## src/rtl/fetch_stage.sv

```systemverilog
// Instruction-fetch front end. Owns the PC and issues at most one outstanding
// request on the instruction bus. A single-entry buffer holds the fetched
// instruction for decode behind a valid/ready handshake. Redirects are accepted
// at any point of a bus transaction. A misaligned PC never reaches the bus and
// is reported to decode as an address error.
module fetch_stage #(
    parameter logic [31:0] RESET_PC = 32'hbfc0_0000
) (
    input  logic        clk,
    input  logic        reset,

    // Instruction bus request / response
    output logic        ireq_valid,
    output logic [31:0] ireq_addr,
    input  logic        iresp_addr_ok,
    input  logic        iresp_data_ok,
    input  logic [31:0] iresp_data,

    // Fetch stream redirect from branch / exception logic
    input  logic        redirect_valid,
    input  logic [31:0] redirect_pc,

    // Buffered instruction towards decode
    output logic        out_valid,
    input  logic        out_ready,
    output logic [31:0] out_pc,
    output logic [31:0] out_instr,
    output logic        out_exc
);

    typedef enum logic [1:0] {
        StFetch,
        StWait,
        StFull
    } state_e;

    state_e      state_q, state_d;
    logic [31:0] pc_q, pc_d;
    logic        kill_q, kill_d;
    logic [31:0] req_addr_q, req_addr_d;
    logic [31:0] buf_pc_q, buf_pc_d;
    logic [31:0] buf_instr_q, buf_instr_d;
    logic        buf_exc_q, buf_exc_d;

    logic        pc_aligned;
    logic        data_done;
    logic        drop_data;

    assign pc_aligned = (pc_q[1:0] == 2'b00);

    // A response completing this cycle is thrown away when it belongs to a
    // fetch stream that has already been (or is now being) redirected.
    assign drop_data = kill_q | redirect_valid;

    // Bus request is a function of state only. While kill is set in FETCH the
    // bus still holds the pre-redirect request, so keep presenting it even if
    // the new pc is misaligned; the address must not move before addr_ok.
    always_comb begin
        ireq_valid = (state_q == StFetch) & (kill_q | pc_aligned);
        ireq_addr  = kill_q ? req_addr_q : pc_q;
    end

    // Decode-side outputs come straight from the buffer registers.
    always_comb begin
        out_valid = (state_q == StFull);
        out_pc    = buf_pc_q;
        out_instr = buf_instr_q;
        out_exc   = buf_exc_q;
    end

    // Next-state logic for the fetch FSM, pc, kill flag and output buffer.
    always_comb begin
        state_d     = state_q;
        pc_d        = pc_q;
        kill_d      = kill_q;
        req_addr_d  = req_addr_q;
        buf_pc_d    = buf_pc_q;
        buf_instr_d = buf_instr_q;
        buf_exc_d   = buf_exc_q;
        data_done   = 1'b0;

        case (state_q)
            StFetch: begin
                // Remember whatever is on the bus so WAIT knows the fetched PC.
                req_addr_d = ireq_addr;
                if (ireq_valid) begin
                    if (iresp_addr_ok && iresp_data_ok) begin
                        data_done = 1'b1;
                        if (drop_data) begin
                            kill_d = 1'b0;
                            if (redirect_valid) begin
                                pc_d = redirect_pc;
                            end
                        end else begin
                            buf_pc_d    = ireq_addr;
                            buf_instr_d = iresp_data;
                            buf_exc_d   = 1'b0;
                            state_d     = StFull;
                        end
                    end else if (iresp_addr_ok) begin
                        state_d = StWait;
                        if (redirect_valid) begin
                            kill_d = 1'b1;
                            pc_d   = redirect_pc;
                        end
                    end else if (redirect_valid) begin
                        // Request is still pending on the bus: it must be
                        // completed and its data discarded.
                        kill_d = 1'b1;
                        pc_d   = redirect_pc;
                    end
                end else begin
                    // Misaligned pc: nothing goes out on the bus.
                    if (redirect_valid) begin
                        pc_d = redirect_pc;
                    end else begin
                        buf_pc_d    = pc_q;
                        buf_instr_d = 32'h0;
                        buf_exc_d   = 1'b1;
                        state_d     = StFull;
                    end
                end
            end

            StWait: begin
                if (iresp_data_ok) begin
                    data_done = 1'b1;
                    if (drop_data) begin
                        kill_d  = 1'b0;
                        state_d = StFetch;
                        if (redirect_valid) begin
                            pc_d = redirect_pc;
                        end
                    end else begin
                        buf_pc_d    = req_addr_q;
                        buf_instr_d = iresp_data;
                        buf_exc_d   = 1'b0;
                        state_d     = StFull;
                    end
                end else if (redirect_valid) begin
                    kill_d = 1'b1;
                    pc_d   = redirect_pc;
                end
            end

            StFull: begin
                // Redirect wins over a simultaneous fire: the buffered
                // instruction is flushed and counts as not consumed.
                if (redirect_valid) begin
                    pc_d    = redirect_pc;
                    state_d = StFetch;
                end else if (out_ready) begin
                    pc_d    = buf_pc_q + 32'd4;
                    state_d = StFetch;
                end
            end

            default: begin
                state_d = StFetch;
                kill_d  = 1'b0;
            end
        endcase

        // data_ok without an outstanding request falls through the cases
        // above untouched and is therefore ignored.
        if (data_done && (state_d == StWait)) begin
            state_d = StFetch;
        end
    end

    // State registers with synchronous reset; reset abandons any transaction.
    always_ff @(posedge clk) begin
        if (reset) begin
            state_q     <= StFetch;
            pc_q        <= RESET_PC;
            kill_q      <= 1'b0;
            req_addr_q  <= RESET_PC;
            buf_pc_q    <= 32'h0;
            buf_instr_q <= 32'h0;
            buf_exc_q   <= 1'b0;
        end else begin
            state_q     <= state_d;
            pc_q        <= pc_d;
            kill_q      <= kill_d;
            req_addr_q  <= req_addr_d;
            buf_pc_q    <= buf_pc_d;
            buf_instr_q <= buf_instr_d;
            buf_exc_q   <= buf_exc_d;
        end
    end

endmodule
```

## config.mk

```make
export PLATFORM = sky130hd
export DESIGN_NAME = fetch_stage
export DESIGN_NICKNAME = d
export VERILOG_FILES = /design/src/rtl/fetch_stage.sv
export SDC_FILE = /design/constraint.sdc
export NUM_CORES = 1
export LEC_CHECK = 0
export BUFFER_PORTS_ARGS = -buffer_cell sky130_fd_sc_hd__buf_2
export CAP_MARGIN = 15
export CORE_ASPECT_RATIO = 1.25
export CORE_UTILIZATION = 49
export DETAILED_ROUTE_END_ITERATION = 12
export GPL_TIMING_DRIVEN = 0
export HOLD_SLACK_MARGIN = 0.15
export PLACE_DENSITY = 0.74
export REMOVE_ABC_BUFFERS = 1
export SYNTH_ARGS = -nofsm -noshare
export SYNTH_HDL_FRONTEND = slang
export SYNTH_SLANG_ARGS = --single-unit
export TNS_END_PERCENT = 50
```

## constraint.sdc

```tcl
create_clock -name clk -period 1.95 [get_ports clk]
set_clock_uncertainty 0.05 [all_clocks]
set_input_delay 0.195 -clock clk [delete_from_list [all_inputs] [get_ports clk]]
set_output_delay 0.195 -clock clk [all_outputs]
set_load 0.05 [all_outputs]
```

==> results.py <==
metrics = {
    "logic_synthesis": {
        "netlist.top_cell.by_area": "dfxtp_1",
        "synth_cells": 756,
        "post_synth_edffs": 0,
        "netlist-cell-type-count": 55,
        "synth_top_cell_area_share_pct": 36.7,
        "ys_flop_type": "dfxtp_1",
        "synth_seq_area_share_pct": 36.7,
        "synthesis.yosys.warnings": 0,
        "synth.area.top_cells": "dfxtp_1, a211oi_2, mux2i_1",
        "post_synth.cell_area_avg_sq_um": 9.52,
        "ys_seq_elements": 132,
        "syn-cell-area_sq_um": 7200,
        "synth-async-reset-ratio_pct": 0,
    },
    "timing": {
        "finalCritPeriodShare_pct": 107,
        "setup_tns_ns": -5.51,
        "report.final.slew_viol_count": 0,
        "actual_transition_at_the_worst_max_transition_pin_ns": 0.748,
        "final_number_of_hold_violating_endpoints": 0,
        "max_clock_freq_mhz": 479,
        "rsz0062_at_grt": "true",
        "worst_slack_ns": -0.137,
        "max-slew-margin-rel_pct": 50.1,
        "final-setup-viol-count": 93,
        "period_needed_ns": 2.09,
    },
    "power": {
        "power_per_cell_area_nw_per_um2": 1200,
        "design_power_total_w": 0.0126,
        "power.ir.vdd_worst_v": 0.000952,
        "p_leak_nw": 4.47,
    },
    "die": {
        "initial_utilization_pct": 50.2,
        "die_height_microns": 137,
        "io-pin-count": 169,
        "rows": 49,
        "die_area_sq_um": 15200,
        "fp.dieW_microns": 110,
        "floorplan.core_area_sq_um": 14300,
    },
    "global_route": {
        "grt_max_degree": 74,
        "wire_length_of_the_first_global_routing_pass_microns": 36300,
        "vias_in_the_first_global_route": 7152,
        "globalRoute.totalOverflow": 0,
        "global_route_usage_sum_pct": 31.3,
        "antenna_violations_before_repair": 0,
    },
    "finish": {
        "utilization_pct": 73.2,
        "post_route_cells_drive_above_1_share_pct": 46.2,
        "nFillCells": 989,
        "area.growth.synth_to_final_pct": 45.9,
        "num-nets-final": 1083,
        "register_area_sq_um": 2660,
        "multi_input_comb_area_sq_um": 4550,
        "mostFrequentLayoutCells": "buf_2, dfxtp_1, a211oi_2",
        "mostFrequentLayoutCell": "buf_2",
        "antenna_cells": 0,
    },
    "clocking": {
        "cts_max_path_buffers": 2,
        "clk_latency_ns": 0.42,
        "tritoncts_num_sinks": 132,
        "cts-htree-levels": 4,
        "cts.root.buffer_cell": "clkbuf_16",
        "tritoncts.num_buffers": 17,
        "path_clk_slew_ns": 0.06,
        "tritoncts": "built",
    },
    "critical_path": {
        "worst_ep_required_time_ns": 2.19,
        "ff2ff_path_depth": 12,
        "regToRegStartpoint": "state_q[1]",
        "critPathLaunchType": "flop",
        "worstSetupEndpointType": "flop",
        "reg2reg_slack_ns": -0.14,
        "worst-path-max-fanout": 6,
        "worstSetupPathType": "flop to flop",
        "arrival_ns": 2.33,
        "worstReg2RegEnd": "out_pc[8]",
    },
    "drt": {
        "vias_per_cell": 5.93,
        "via_count": 7101,
        "detail_route.iter0.violations": 632,
        "antenna_violating_nets_post_route": 0,
        "postRouteWirelength_microns": 24300,
        "drc": 0,
        "first_pass_iters": 6,
        "wl_per_cell_microns": 20.3,
    },
    "worst_hold_path": {
        "hold_start": "redirect_pc[5]",
        "timing.hold.worst.class": "input port to flop",
        "min_delay_worst_endpoint": "pc_q[5]",
        "hold_depth": 4,
    },
    "job": {
        "max_cap_violations": 0,
    },
    "outcome": {
        "failed_checks": "negative setup slack",
        "outcome": "finished, violations left",
    },
    "placement": {
        "port-buffer-count": 168,
        "finalWeightedCongestion": 0.795,
        "hpwl_microns": 13300,
    },
}
[cell families (layout without fill, tap and decap cells)]
family / count (synthesis) / count (layout) / synth area share (%)
AOI/OAI and AO/OA: 221 / 224 / 25.7
adders and majority gates: 6 / 6 / 1.04
xor gates and xnor gates: 25 / 25 / 3.04
muxes: 88 / 88 / 12.8
buffers and inverters: 74 / 334 / 5.22
DFF: 132 / 132 / 36.7
and+or+nand+nor: 210 / 210 / 15.5
[Yosys cell counts, types with 13 or more instances]
library cell,instances
dfxtp_1,132
nand2_1,23
a211oi_2,64
mux2_2,31
a21oi_1,22
a22oi_1,13
buf_2,17
mux2i_1,57
nor2_2,51
o21ai_0,46
xnor2_1,14
clkbuf_1,31
nor3_1,15
nor2_1,61
nand4_1,13
o21ai_1,14
[sequential cells by signal, indices dropped and copies added, names as in the netlist]
name        flops
out_instr      32
out_pc         32
pc_q           32
req_addr_q     32
state_q         2
kill_q          1
out_exc         1
[power breakdown]
part	internal, W	switching, W
clock network	0.00240	0.00120
registers	0.00314	0.000508
logic	0.00208	0.00331
total	0.00762	0.00502
[layout make-up]
type	count	area share, %
multi-input cells	553	43.3
flip-flops and latches	132	25.3
repair buffers	291	22.5
clock buffers	23	4.65
well taps	178	2.12
clock inverters	8	1.63
inverters	12	0.477
[metal layers]
metal	GRT usage, %	wire length (microns)	vias to the layer above
met5	0	0	-
met4	14.2	815	0
met3	8.28	1970	73
met2	56.2	12100	336
met1	33.9	9390	3397
li1	-	-	3295
[worst max-delay path by stage]
| stage | startpoint | endpoint | slack (ns) | cells after the start |
|---|---|---|---|---|
| after global placement | state_q[0] | out_exc | -5.88 | 6 |
| after floorplan | state_q[0] | out_exc | -3.94 | 6 |
| final | state_q[1] | out_pc[8] | -0.14 | 12 |
| after detailed placement | state_q[1] | out_pc[13] | -1.16 | 10 |
| after global routing | state_q[1] | out_pc[12] | -0.19 | 12 |
| after CTS | state_q[1] | out_pc[9] | -0.12 | 13 |
[stage by stage]
stage	hold WS (ns)	worst slack (ns)	cell area (sq um)	std cells
3_3_place_gp	0.385	-5.88	7930	1040
6_report	0.160	-0.137	10500	1197
5_1_grt	0.179	-0.188	10500	1197
4_1_cts	0.153	-0.123	10200	1178
3_5_place_dp	0.393	-1.16	8260	1056
2_1_floorplan	0.210	-3.94	6870	694
[worst max-delay path, stage by stage (launching register included)]
cell and delay [ns]:
dfxtp_4 0.38, inv_6 0.04, ha_4 0.16, o21ba_4 0.22, o21ai_4 0.05, a311oi_4 0.29
buf_6 0.16, buf_12 0.10, buf_12 0.10, buf_12 0.10, buf_12 0.12, buf_4 0.11
a211oi_2 0.04
[what timing repair did]
action | 4_1_cts | 5_1_grt
cloned | 4 | 2
hold buffers | 54 | 0
endpoints found under the setup margin | 119 | 109
setup buffers | 33 | 21
resized for setup | 112 | 32
pin swaps | 20 | 25
endpoints found under the hold margin | 54 | 0
(Power assumes the default switching activity.)
